$ cat src/rtl/vc_test_seq_pkg.sv
// vc_test_seq_pkg
// Shared types and constants for the test-case sequencer.
//   - DEF_CASE_W / DEF_CNT_W : default widths of case numbers and the failure count
//   - ST_*                   : state encoding constants
//   - seq_state_e            : sequencer state enum, IDLE..DONE
//   - maxOf3                 : helper used to size the shared interval counter
package vc_test_seq_pkg;

  localparam int DEF_CASE_W = 10;
  localparam int DEF_CNT_W  = 16;

  localparam logic [2:0] ST_IDLE   = 3'd0;
  localparam logic [2:0] ST_SETTLE = 3'd1;
  localparam logic [2:0] ST_LAUNCH = 3'd2;
  localparam logic [2:0] ST_RUN    = 3'd3;
  localparam logic [2:0] ST_DRAIN  = 3'd4;
  localparam logic [2:0] ST_DONE   = 3'd5;

  typedef enum logic [2:0] {
    IDLE   = ST_IDLE,
    SETTLE = ST_SETTLE,
    LAUNCH = ST_LAUNCH,
    RUN    = ST_RUN,
    DRAIN  = ST_DRAIN,
    DONE   = ST_DONE
  } seq_state_e;

  function automatic int maxOf3(input int a, input int b, input int c);
    int m;
    m = (a > b) ? a : b;
    return (m > c) ? m : c;
  endfunction

endpackage

$ cat src/rtl/vc_test_case_sequencer_if.sv
// vc_test_case_sequencer_if
// Bundles the suite-control and case-handshake signals of the sequencer.
//   master : the bench side; drives start/case_only/last_case/case_done/case_fail
//            and observes case_num/case_start/fail_count/timeout/proto_err/
//            suite_done/finish
//   slave  : the sequencer itself (directions reversed)
// Parameters: CASE_W (case number width), CNT_W (failure counter width).
interface vc_test_case_sequencer_if
  import vc_test_seq_pkg::*;
#(
  parameter int CASE_W = DEF_CASE_W,
  parameter int CNT_W  = DEF_CNT_W
) ();

  logic              start;
  logic [CASE_W-1:0] case_only;
  logic [CASE_W-1:0] last_case;
  logic              case_done;
  logic              case_fail;

  logic [CASE_W-1:0] case_num;
  logic              case_start;
  logic [CNT_W-1:0]  fail_count;
  logic              timeout;
  logic              proto_err;
  logic              suite_done;
  logic              finish;

  modport master (
    output start, case_only, last_case, case_done, case_fail,
    input  case_num, case_start, fail_count, timeout, proto_err, suite_done, finish
  );

  modport slave (
    input  start, case_only, last_case, case_done, case_fail,
    output case_num, case_start, fail_count, timeout, proto_err, suite_done, finish
  );

endinterface

$ cat src/rtl/vc_test_seq_counter.sv
// vc_test_seq_counter
// Loadable down-counter with a zero flag. Counts down by one per cycle until it
// reaches zero and then rests there; a load takes priority over counting.
//   clk       : clock
//   reset     : asynchronous, active-low reset (count returns to zero)
//   load      : load loadValue this cycle
//   loadValue : value to load
//   zero      : count is zero
module vc_test_seq_counter #(
  parameter int W = 8
) (
  input  logic         clk,
  input  logic         reset,
  input  logic         load,
  input  logic [W-1:0] loadValue,
  output logic         zero
);

  logic [W-1:0] count;

  // The counter only ever moves towards zero, so the owner can load an
  // interval and simply watch the zero flag to know when it has elapsed.
  always_ff @(posedge clk or negedge reset) begin
    if (!reset) begin
      count <= '0;
    end else if (load) begin
      count <= loadValue;
    end else if (count != '0) begin
      count <= count - W'(1);
    end
  end

  assign zero = (count == '0);

endmodule

$ cat src/rtl/vc_test_case_sequencer.sv
// vc_test_case_sequencer
// Issues test-case numbers in order (or one selected case), hands each case to
// the bench body with a start pulse, waits for completion, counts failures,
// flags protocol misuse, drains and then signals the end of the suite.
//   clk   : clock, all state changes on the rising edge
//   reset : asynchronous, active-low reset
//   bus   : vc_test_case_sequencer_if.slave
//           in  start, case_only, last_case, case_done, case_fail
//           out case_num, case_start, fail_count, timeout, proto_err,
//               suite_done, finish (all registered)
// Build option: define VC_TEST_SEQ_TIMEOUT_EN to compile in the per-case
// watchdog; without it timeout is tied low and RUN waits for case_done forever.
module vc_test_case_sequencer
  import vc_test_seq_pkg::*;
#(
  parameter int CASE_W         = DEF_CASE_W,
  parameter int CNT_W          = DEF_CNT_W,
  parameter int SETTLE_CYCLES  = 2,
  parameter int DRAIN_CYCLES   = 4,
  parameter int TIMEOUT_CYCLES = 1000
) (
  input logic                     clk,
  input logic                     reset,
  vc_test_case_sequencer_if.slave bus
);

  // DRAIN is entered on the edge after the last completion and finish must
  // appear DRAIN_CYCLES later, so the counter is loaded one short.
  localparam int DRAIN_LOAD = (DRAIN_CYCLES > 0) ? DRAIN_CYCLES - 1 : 0;
  localparam int TMR_MAX    = maxOf3(SETTLE_CYCLES, DRAIN_LOAD, TIMEOUT_CYCLES);
  localparam int TMR_W      = (TMR_MAX < 2) ? 1 : $clog2(TMR_MAX + 1);

`ifdef VC_TEST_SEQ_TIMEOUT_EN
  localparam logic WDOG_ON = 1'b1;
`else
  localparam logic WDOG_ON = 1'b0;
`endif

  seq_state_e        state, stateNext;
  logic [CASE_W-1:0] caseOnlyQ, lastCaseQ;
  logic              noCaseQ;
  logic [CASE_W-1:0] caseNumQ, caseNumNext;
  logic              caseStartQ, suiteDoneQ, finishQ;
  logic [CNT_W-1:0]  failCountQ;
  logic              protoErrQ, timeoutQ;

  logic              tmrLoad;
  logic [TMR_W-1:0]  tmrLoadValue;
  logic              tmrZero;

  logic              acceptStart, inCase, expiry, advance, lastOne, protoHit;
  logic [1:0]        failInc;
  logic [CNT_W:0]    failSum;

  // One counter times SETTLE, DRAIN and the watchdog; they never overlap.
  vc_test_seq_counter #(.W(TMR_W)) u_tmr (
    .clk       (clk),
    .reset     (reset),
    .load      (tmrLoad),
    .loadValue (tmrLoadValue),
    .zero      (tmrZero)
  );

  assign inCase  = (state == LAUNCH) || (state == RUN);
  assign advance = (inCase && bus.case_done) || expiry;
  // Single-case mode always ends after one case; otherwise stop at last_case.
  assign lastOne = (caseOnlyQ != '0) || (caseNumQ == lastCaseQ);

`ifdef VC_TEST_SEQ_TIMEOUT_EN
  // A real completion in the same cycle wins over the watchdog.
  assign expiry = (state == RUN) && tmrZero && !bus.case_done;

  // The timeout flag is sticky for the suite and cleared by the next start.
  always_ff @(posedge clk or negedge reset) begin
    if (!reset) begin
      timeoutQ <= 1'b0;
    end else if (acceptStart) begin
      timeoutQ <= 1'b0;
    end else if (expiry) begin
      timeoutQ <= 1'b1;
    end
  end
`else
  assign expiry   = 1'b0;
  assign timeoutQ = 1'b0;
`endif

  // Next-state logic. Entering LAUNCH also picks the case number and rearms the
  // watchdog; entering SETTLE or DRAIN loads the corresponding interval.
  always_comb begin
    stateNext    = state;
    caseNumNext  = caseNumQ;
    tmrLoad      = 1'b0;
    tmrLoadValue = '0;
    acceptStart  = 1'b0;
    case (state)
      IDLE, DONE: begin
        if (bus.start) begin
          acceptStart  = 1'b1;
          stateNext    = SETTLE;
          tmrLoad      = 1'b1;
          tmrLoadValue = TMR_W'(SETTLE_CYCLES);
        end
      end
      SETTLE: begin
        if (tmrZero) begin
          if (noCaseQ) begin
            stateNext    = DRAIN;
            tmrLoad      = 1'b1;
            tmrLoadValue = TMR_W'(DRAIN_LOAD);
          end else begin
            stateNext    = LAUNCH;
            caseNumNext  = (caseOnlyQ != '0) ? caseOnlyQ : CASE_W'(1);
            tmrLoad      = WDOG_ON;
            tmrLoadValue = TMR_W'(TIMEOUT_CYCLES);
          end
        end
      end
      LAUNCH, RUN: begin
        stateNext = RUN;
        if (advance) begin
          if (lastOne) begin
            stateNext    = DRAIN;
            caseNumNext  = '0;
            tmrLoad      = 1'b1;
            tmrLoadValue = TMR_W'(DRAIN_LOAD);
          end else begin
            stateNext    = LAUNCH;
            caseNumNext  = caseNumQ + CASE_W'(1);
            tmrLoad      = WDOG_ON;
            tmrLoadValue = TMR_W'(TIMEOUT_CYCLES);
          end
        end
      end
      DRAIN: begin
        if (tmrZero) begin
          stateNext = DONE;
        end
      end
      default: stateNext = IDLE;
    endcase
  end

  // State register.
  always_ff @(posedge clk or negedge reset) begin
    if (!reset) begin
      state <= IDLE;
    end else begin
      state <= stateNext;
    end
  end

  // Suite configuration is captured once when start is accepted. A suite with
  // no valid case still walks SETTLE and DRAIN so that finish always arrives.
  always_ff @(posedge clk or negedge reset) begin
    if (!reset) begin
      caseOnlyQ <= '0;
      lastCaseQ <= '0;
      noCaseQ   <= 1'b0;
    end else if (acceptStart) begin
      caseOnlyQ <= bus.case_only;
      lastCaseQ <= bus.last_case;
      noCaseQ   <= (bus.last_case == '0) || (bus.case_only > bus.last_case);
    end
  end

  // Registered case outputs: case_start marks the first cycle of LAUNCH and
  // finish marks only the entry into DONE, while suite_done holds there.
  always_ff @(posedge clk or negedge reset) begin
    if (!reset) begin
      caseNumQ   <= '0;
      caseStartQ <= 1'b0;
      suiteDoneQ <= 1'b0;
      finishQ    <= 1'b0;
    end else begin
      caseNumQ   <= caseNumNext;
      caseStartQ <= (stateNext == LAUNCH);
      suiteDoneQ <= (stateNext == DONE);
      finishQ    <= (stateNext == DONE) && (state != DONE);
    end
  end

  // A failed check and a watchdog expiry in the same cycle both count, so the
  // increment can be 2; the sum carries one extra bit to detect saturation.
  assign failInc  = 2'(inCase && bus.case_fail) + 2'(expiry);
  assign failSum  = {1'b0, failCountQ} + (CNT_W + 1)'(failInc);
  assign protoHit = !inCase && (bus.case_done || bus.case_fail);

  // Failure count and protocol-error flag live for one suite; accepting a new
  // start clears them, except that an out-of-range case_only flags at once.
  always_ff @(posedge clk or negedge reset) begin
    if (!reset) begin
      failCountQ <= '0;
      protoErrQ  <= 1'b0;
    end else if (acceptStart) begin
      failCountQ <= '0;
      protoErrQ  <= (bus.case_only > bus.last_case);
    end else begin
      failCountQ <= failSum[CNT_W] ? '1 : failSum[CNT_W-1:0];
      if (protoHit) begin
        protoErrQ <= 1'b1;
      end
    end
  end

  assign bus.case_num   = caseNumQ;
  assign bus.case_start = caseStartQ;
  assign bus.fail_count = failCountQ;
  assign bus.timeout    = timeoutQ;
  assign bus.proto_err  = protoErrQ;
  assign bus.suite_done = suiteDoneQ;
  assign bus.finish     = finishQ;

endmodule

$ cat src/flat_wrapper.sv
// flat-port wrapper written by rule: the top's interface ports become plain ports
module vc_test_case_sequencer_flat import vc_test_seq_pkg::*;
#(
  parameter int CASE_W         = DEF_CASE_W,
  parameter int CNT_W          = DEF_CNT_W,
  parameter int SETTLE_CYCLES  = 2,
  parameter int DRAIN_CYCLES   = 4,
  parameter int TIMEOUT_CYCLES = 1000
)
  (clk, reset, bus_start, bus_case_only, bus_last_case, bus_case_done, bus_case_fail, bus_case_num, bus_case_start, bus_fail_count, bus_timeout, bus_proto_err, bus_suite_done, bus_finish);
  vc_test_case_sequencer_if #(.CASE_W(CASE_W), .CNT_W(CNT_W)) bus_i ();
  input logic clk;
  input logic reset;
  input wire logic [$bits(bus_i.start)-1:0] bus_start;
  input wire logic [$bits(bus_i.case_only)-1:0] bus_case_only;
  input wire logic [$bits(bus_i.last_case)-1:0] bus_last_case;
  input wire logic [$bits(bus_i.case_done)-1:0] bus_case_done;
  input wire logic [$bits(bus_i.case_fail)-1:0] bus_case_fail;
  output wire logic [$bits(bus_i.case_num)-1:0] bus_case_num;
  output wire logic [$bits(bus_i.case_start)-1:0] bus_case_start;
  output wire logic [$bits(bus_i.fail_count)-1:0] bus_fail_count;
  output wire logic [$bits(bus_i.timeout)-1:0] bus_timeout;
  output wire logic [$bits(bus_i.proto_err)-1:0] bus_proto_err;
  output wire logic [$bits(bus_i.suite_done)-1:0] bus_suite_done;
  output wire logic [$bits(bus_i.finish)-1:0] bus_finish;
  assign bus_i.start = bus_start;
  assign bus_i.case_only = bus_case_only;
  assign bus_i.last_case = bus_last_case;
  assign bus_i.case_done = bus_case_done;
  assign bus_i.case_fail = bus_case_fail;
  assign bus_case_num = bus_i.case_num;
  assign bus_case_start = bus_i.case_start;
  assign bus_fail_count = bus_i.fail_count;
  assign bus_timeout = bus_i.timeout;
  assign bus_proto_err = bus_i.proto_err;
  assign bus_suite_done = bus_i.suite_done;
  assign bus_finish = bus_i.finish;
  vc_test_case_sequencer #(.CASE_W(CASE_W), .CNT_W(CNT_W), .SETTLE_CYCLES(SETTLE_CYCLES), .DRAIN_CYCLES(DRAIN_CYCLES), .TIMEOUT_CYCLES(TIMEOUT_CYCLES)) u_core (.clk(clk), .reset(reset), .bus(bus_i));
endmodule
$ cat config.mk
export PLATFORM = sky130hd
export DESIGN_NAME = vc_test_case_sequencer_flat
export DESIGN_NICKNAME = d
export VERILOG_FILES = /design/src/rtl/vc_test_seq_pkg.sv /design/src/rtl/vc_test_case_sequencer_if.sv /design/src/rtl/vc_test_seq_counter.sv /design/src/rtl/vc_test_case_sequencer.sv /design/src/flat_wrapper.sv
export SDC_FILE = /design/constraint.sdc
export NUM_CORES = 1
export LEC_CHECK = 0
export ABC_AREA = 1
export ABC_CLOCK_PERIOD_IN_PS = 3220
export BUFFER_PORTS_ARGS = -buffer_cell sky130_fd_sc_hd__buf_2
export CAP_MARGIN = 15
export CORE_MARGIN = 1.5
export CORE_UTILIZATION = 62
export CTS_CLUSTER_SIZE = 24
export DETAILED_ROUTE_END_ITERATION = 16
export PLACE_DENSITY = 0.84
export REMOVE_ABC_BUFFERS = 1
export SLEW_MARGIN = 30
export SYNTH_ARGS = -nofsm -noshare
export SYNTH_HDL_FRONTEND = slang
export SYNTH_SLANG_ARGS = --single-unit
$ cat constraint.sdc
create_clock -name clk -period 3.22 [get_ports clk]
set_input_delay 0.644 -clock clk [delete_from_list [all_inputs] [get_ports clk]]
set_output_delay 0.644 -clock clk [all_outputs]
set_load 0.01 [all_outputs]
==> results of run 1 <==
[cell usage after synthesis, drive strengths merged, types with 8 or more instances]
master	n	area [sq um]
a21oi	23	126
a31oi	9	109
buf	8	55.1
dfrtp	64	1600
ha	14	175
inv	70	263
nand2	133	532
nand3	23	125
nand4	8	65.1
nor2	46	200
nor3	15	91.3
o21ai	27	135
xnor2	10	87.6
xor2	10	87.6
[sequential cells by signal, indices dropped and copies added (netlist names)]
name / cells
u_core.bus.case_num: 10
u_core.bus.case_start: 1
u_core.bus.fail_count: 16
u_core.bus.finish: 1
u_core.bus.proto_err: 1
u_core.bus.suite_done: 1
u_core.caseOnlyQ: 10
u_core.lastCaseQ: 10
u_core.noCaseQ: 1
u_core.state: 3
u_core.u_tmr.count: 10
[final cells by class]
cell class                      instances  area [sq um]
Multi-Input combinational cell        333          1840
Sequential cell                        64          1600
Fill cell                             465          1600
Timing Repair Buffer                   57           293
Inverter                               70           263
Clock buffer                           11           141
Tap cell                               75          93.8
Clock inverter                          5          56.3
[layer usage]
metal | routed length [microns] | part of all wire (%)
met2 | 4080 | 47
met3 | 570 | 6.6
met4 | 165 | 1.9
met5 | 0 | 0
met1 | 3770 | 44
[cell families (layout without fill, tap and decap cells)]
family	Yosys count	in the layout	share of synthesized area, %
and+or+nand+nor	234	234	28.5
xor gates and xnor gates	20	20	4.65
buffers and inverters	81	143	8.73
AOI/OAI and AO/OA	64	64	10.9
adders and majority gates	14	14	4.65
other	1	1	0.0995
DFF	64	64	42.5
[how the worst min path moves through the flow]
stage / slack [ns] / start / end / cells past startpoint
2_1_floorplan: 0.35 / reset / u_core.bus.case_num[0]$_DFFE_PN0P_ / 0
6_report: 0.28 / reset / u_core.u_tmr.count[5]$_DFFE_PN0P_ / 1
3_5_place_dp: 0.48 / u_core.noCaseQ$_DFFE_PN0P_ / u_core.noCaseQ$_DFFE_PN0P_ / 2
3_3_place_gp: 0.47 / u_core.noCaseQ$_DFFE_PN0P_ / u_core.noCaseQ$_DFFE_PN0P_ / 2
5_1_grt: 0.31 / reset / u_core.u_tmr.count[6]$_DFFE_PN0P_ / 1
4_1_cts: 0.30 / reset / u_core.u_tmr.count[5]$_DFFE_PN0P_ / 1
[placed cells by master, fill, tap and decap left out, types with 13 or more instances in the layout]
master	netlist	layout
nand2_1	124	124
nor2_1	41	41
o21ai_0	19	19
ha_1	14	14
nand3_1	21	21
buf_2	5	54
inv_1	64	64
dfrtp_1	64	64
a21oi_1	20	20
nor3_1	13	13
[power by group]
part | internal [W] | switching (W) | total [W]
registers | 0.00109 | 0.000264 | 0.00135
clock network | 0.000377 | 0.000315 | 0.000692
logic | 0.000567 | 0.000992 | 0.00156
total | 0.00203 | 0.00157 | 0.00360
[through the flow]
| step | hold slack, ns | worst slack (ns) | instance area (sq um) | util, % | cells |
|---|---|---|---|---|---|
| floorplan | 0.348 | 1.07 | 3700 | - | 467 |
| global placement | 0.470 | 0.852 | 4090 | 69.5 | 599 |
| detailed placement | 0.480 | 0.797 | 4090 | 69.5 | 599 |
| CTS | 0.295 | 0.841 | 4290 | 72.8 | 615 |
| global route | 0.307 | 0.624 | 4290 | 72.8 | 615 |
| finish | 0.278 | 0.823 | 4290 | 72.8 | 615 |
==> results.sh, run 1 <==
export IMPL_r2r_start="u_core.state[2]$_DFF_PN0_"
export IMPL_r2r_slack_ns=0.82
export IMPL_ios=56
export IMPL_firstDrtPassIters=5
export IMPL_grt_pass1_vias=3144
export IMPL_rsz0062_at_grt="no"
export IMPL_crit_family="simple AND/OR/NAND/NOR gates"
export IMPL_cts_buffers=9
export IMPL_dieHeight_microns=81.0
export IMPL_finClkSkew_ns=0.00711
export IMPL_cts_tree="built"
export IMPL_cts_resized_gates=0
export IMPL_synth_area_sq_um=3770
export IMPL_finalCritPeriodShare_pct=74.4
export IMPL_reg2reg_to="u_core.bus.fail_count[14]$_DFF_PN0_"
export IMPL_startpoint_type="flop"
export IMPL_place_gp_congestion=0.866
export IMPL_ys_ff_latch=64
export IMPL_drt_initial_drc_count=326
export IMPL_finalSetupTns_ns=0
export IMPL_drive_gt1_share_pct=20.7
export IMPL_ys_warn_count=0
export IMPL_routed_wl_microns=8580
export IMPL_worstSetupStartpoint="u_core.state[2]$_DFF_PN0_"
export IMPL_area_growth_pct=13.7
export IMPL_cp_cell_sequence="inv_2 -> nand2_2 -> nor2_1 -> ha_1 -> ha_1 -> nand2_2 -> nor3_4 -> nand4_4 -> nor2_4 -> nand2_4 -> nand2_1 -> o21ai_0 -> inv_1"
export IMPL_cts_hold_buffers=0
export IMPL_use_met2_pct=46.8
export IMPL_peakVddDrop_mv=0.481
export IMPL_synth_edf_count=0
export IMPL_cts_clk_slew_worst_paths_ns=0.07
export IMPL_cp_required_ns=3.50
export IMPL_worstHoldPathType="in2async"
export IMPL_clockBufferDepth=2
export IMPL_yosysSeqAreaShare_pct=42.5
export IMPL_drtAntennaViolNets=0
export IMPL_ys_flop_type="dfrtp_1"
export IMPL_port_buffers=54
export IMPL_via_per_inst=5.42
export IMPL_htreeDepth=3
export IMPL_slew_viol_final=0
export IMPL_slowest_delay_ns=0.41
export IMPL_fin_nets=574
export IMPL_status="finished, final reports clean"
export IMPL_dp_hpwl_microns=6170
export IMPL_p_per_area_nw_per_um2=840
export IMPL_fmax_mhz=417
export IMPL_tightest_slew_ns=0.552
export IMPL_ys_types=40
export IMPL_worstSkewPairLatency_ns=0.34
export IMPL_core_sq_um=5890
export IMPL_endpoint="u_core.bus.fail_count[14]$_DFF_PN0_"
export IMPL_cts_sinks=64
export IMPL_hold_violations=0
export IMPL_synthCells=478
export IMPL_grt_total_usage_pct=28.8
export IMPL_crit_cells=13
export IMPL_cts_setup_buffers=0
export IMPL_end_kind="flop"
export IMPL_maxCapViolations=0
export IMPL_r2r_worst_path_cells=13
export IMPL_finalSetupViolations=0
export IMPL_antenna_cells=0
export IMPL_drc=0
export IMPL_power_total_w=0.00360
export IMPL_path_buf_inv=2
export IMPL_busiest_layer="met2"
export IMPL_grt_max_degree=34
export IMPL_routed_via_count=3336
export IMPL_arrival_ns=2.68
export IMPL_wl_per_cell_microns=14.0
export IMPL_grt_pass1_wl_microns=14300
export IMPL_grt_ovfl_total=0
export IMPL_worst_setup_path_type="reg2reg"
export IMPL_cp_slowest_cell="dfrtp_1"
export IMPL_row_count=28
export IMPL_chipWidth_microns=81.0
export IMPL_start_util_pct=64.0
export IMPL_dieArea_sq_um=6550
export IMPL_met1_usage_pct=38.3
export IMPL_crit_fanout=16
export IMPL_clock_root_buffer="clkbuf_8"
export IMPL_met3_usage_pct=7.08
export IMPL_fin_crit_ns=2.40
export IMPL_slew_headroom_pct=63.2
export IMPL_postSynthAreaPerCell_sq_um=7.88
export IMPL_antenna_found_initial=0
export IMPL_ys_async_sr_fraction_pct=100
export IMPL_leakage_nw=2.28
Note: power is estimated with default switching activity, not from simulation.
==> run 2: changes to the inputs <==
--- a/config.mk
+++ b/config.mk
@@ -6,14 +6,14 @@
 export NUM_CORES = 1
 export LEC_CHECK = 0
 export ABC_AREA = 1
-export ABC_CLOCK_PERIOD_IN_PS = 3220
+export ABC_CLOCK_PERIOD_IN_PS = 2050
 export BUFFER_PORTS_ARGS = -buffer_cell sky130_fd_sc_hd__buf_2
 export CAP_MARGIN = 15
 export CORE_MARGIN = 1.5
-export CORE_UTILIZATION = 62
+export CORE_UTILIZATION = 52
 export CTS_CLUSTER_SIZE = 24
 export DETAILED_ROUTE_END_ITERATION = 16
-export PLACE_DENSITY = 0.84
+export PLACE_DENSITY = 0.75
 export REMOVE_ABC_BUFFERS = 1
 export SLEW_MARGIN = 30
 export SYNTH_ARGS = -nofsm -noshare
==> constraint.sdc (replaced) <==
create_clock -name clk -period 2.05 [get_ports clk]
set_input_delay 0.41 -clock clk [delete_from_list [all_inputs] [get_ports clk]]
set_output_delay 0.41 -clock clk [all_outputs]
set_load 0.01 [all_outputs]
==> run 2 against run 1 <==
The flow now finishes with violations (negative setup slack). Count of clock-buffer cells in the layout up 1. Global-route usage decreased by 5.5 points. Cell count rose by 5.7%. Routed wire length down 2.0%. Die area is 18% higher. Highest routed layer unchanged.
==> results.sh, run 2 (synthesis results as in run 1) <==
export IMPL_fin_crit_ns=2.10
export IMPL_dp_slack_ns=-0.0692
export IMPL_drt_initial_drc_count=123
export IMPL_grt_ovfl_total=0
export IMPL_layout_common_cells="nand2_1 (121), inv_1 (64), dfrtp_1 (64), buf_2 (54), nor2_1 (38)"
export IMPL_area_growth_pct=19.5
export IMPL_routed_wl_microns=8410
export IMPL_dp_hpwl_microns=5980
export IMPL_p_switching_w=0.00243
export IMPL_status="finished, violations left"
export IMPL_hold_violations=0
export IMPL_drc=0
export IMPL_cp_required_ns=2.33
export IMPL_worstHoldPathType="in2async"
export IMPL_routed_via_count=3305
export IMPL_crit_fanout=8
export IMPL_core_sq_um=6910
export IMPL_r2r_worst_path_cells=11
export IMPL_arrival_ns=2.38
export IMPL_start_util_pct=54.5
export IMPL_ios=56
export IMPL_finClkSkew_ns=0.0105
export IMPL_largest_reg_flops=16
export IMPL_antenna_found_initial=0
export IMPL_cts_hold_buffers=0
export IMPL_firstDrtPassIters=4
export IMPL_chipWidth_microns=88.1
export IMPL_grt_total_usage_pct=23.3
export IMPL_fmax_mhz=475
export IMPL_filler_cell_count=622
export IMPL_clock_root_buffer="clkbuf_8"
export IMPL_wl_per_cell_microns=12.9
export IMPL_worst_setup_path_type="reg2reg"
export IMPL_drive_gt1_share_pct=25.3
export IMPL_cts_buffers=9
export IMPL_grt_max_degree=65
export IMPL_grt_pass1_wl_microns=13900
export IMPL_violations="negative setup slack"
export IMPL_slew_headroom_pct=43.2
export IMPL_finalCritPeriodShare_pct=103
export IMPL_via_per_inst=5.08
export IMPL_startpoint_type="flop"
export IMPL_sw_frac_of_total_pct=43.4
export IMPL_drtAntennaViolNets=0
export IMPL_leakage_nw=2.37
export IMPL_intPower_w=0.00317
export IMPL_comb_power_share_pct=44.0
export IMPL_grt_pass1_vias=3057
export IMPL_final_common_cell="nand2_1"
export IMPL_clockPowerShare_pct=18.1
export IMPL_cts_sinks=64
export IMPL_cts_tree="built"
export IMPL_clockBufferDepth=2
export IMPL_worstSkewPairLatency_ns=0.35
export IMPL_slew_viol_final=0
export IMPL_maxCapViolations=0
export IMPL_dieHeight_microns=88.1
export IMPL_port_buffers=54
export IMPL_end_kind="flop"
export IMPL_tightest_slew_ns=0.845
export IMPL_rsz0062_at_grt="yes"
export IMPL_antenna_cells=0
export IMPL_dieArea_sq_um=7760
export IMPL_p_per_area_nw_per_um2=1240
export IMPL_cts_clk_slew_worst_paths_ns=0.08
export IMPL_fin_nets=588
export IMPL_htreeDepth=3
export IMPL_place_area_sq_um=4160
export IMPL_fin_ws_ns=-0.0543
export IMPL_peakVddDrop_mv=0.499
export IMPL_place_gp_congestion=0.901
export IMPL_finalSetupViolations=14
export IMPL_postLayoutCellArea_sq_um=4500
export IMPL_row_count=30
export IMPL_seq_power_share_pct=37.9
==> run 2: changes by cell type in the layout (fill, tap and decap cells not counted), moves of 2 or more <==
| cell | delta |
|---|---|
| buf_4 | +12 |
| nand3_1 | -5 |
| nand3_2 | +5 |
| o21ai_0 | -4 |
| nand2_1 | -3 |
| nor2_1 | -3 |
| o21ai_1 | +3 |
| ha_1 | -2 |
| nand2_2 | +2 |
| nor2_2 | +2 |
==> run 2: cell type report <==
cell class / count / area [sq um] / share of cell area, %
Sequential cell: 64 / 1600 / 35.6
Clock inverter: 4 / 28.8 / 0.639
Clock buffer: 12 / 155 / 3.45
Inverter: 70 / 264 / 5.87
Tap cell: 96 / 120 / 2.67
Multi-Input combinational cell: 334 / 1930 / 42.8
Timing Repair Buffer: 70 / 403 / 8.95
==> run 2: metal layers <==
layer  vias up  share of wire (%)  global-route usage [%]
li1       1667                  -                       -
met1      1558                 46                    32.0
met2        66                 48                    36.9
met3        14                4.1                    3.49
met4         0                1.9                    9.80
met5         -                  0                       0
==> run 2: path summary, 6_finish.rpt <==
kind	slack, ns	endpoint	startpoint
worst min-delay path	0.06	u_core.u_tmr.count[4]$_DFFE_PN0P_	reset
worst min register to register	0.49	u_core.noCaseQ$_DFFE_PN0P_	u_core.noCaseQ$_DFFE_PN0P_
min in group clk	0.28	u_core.caseOnlyQ[8]$_DFFE_PN0P_	bus_case_only[8]
worst max register to register	-0.05	u_core.bus.fail_count[5]$_DFF_PN0_	u_core.state[2]$_DFF_PN0_
worst max-delay path	-0.05	u_core.bus.fail_count[5]$_DFF_PN0_	u_core.state[2]$_DFF_PN0_
max in group asynchronous	1.71	u_core.bus.case_num[9]$_DFFE_PN0P_	reset
==> run 2: what timing repair did <==
action | in CTS | in global routing
pin swaps | 3 | 11
gates resized for setup | 5 | 19
gates cloned | 1 | 0
setup endpoints to repair | 7 | 16
setup buffers | 3 | 5
==> run 2: metrics by stage <==
stage	power [W]	util (%)	instances	setup TNS [ns]	hold WS (ns)
after global routing	0.00608	65.2	650	-2.49	0.102
after CTS	0.00556	63.8	645	0	0.0871
after detailed placement	0.00452	60.3	625	-0.291	0.454
final	0.00559	65.2	650	-0.514	0.0624
after floorplan	0.00383	-	467	-0.216	0.114
after global placement	0.00444	60.3	625	0	0.452
==> run 2: power groups by stage <==
stage / clock network [W] / registers [W] / logic [W]
after floorplan: 0 / 0.00209 / 0.00174
after global placement: 0 / 0.00212 / 0.00233
after detailed placement: 0 / 0.00213 / 0.00239
after CTS: 0.00102 / 0.00211 / 0.00242
after global routing: 0.00108 / 0.00218 / 0.00282
final: 0.00101 / 0.00212 / 0.00246
==> run 2: worst max-delay path: stages (launching register included) <==
cell     delay (ns)
dfrtp_1        0.40
inv_2          0.08
nand2_2        0.06
nor2_2         0.11
ha_2           0.22
ha_4           0.15
nand2_4        0.06
nor3_4         0.24
nand4_4        0.16
nor2_4         0.21
nand2_4        0.15
a31oi_2        0.18
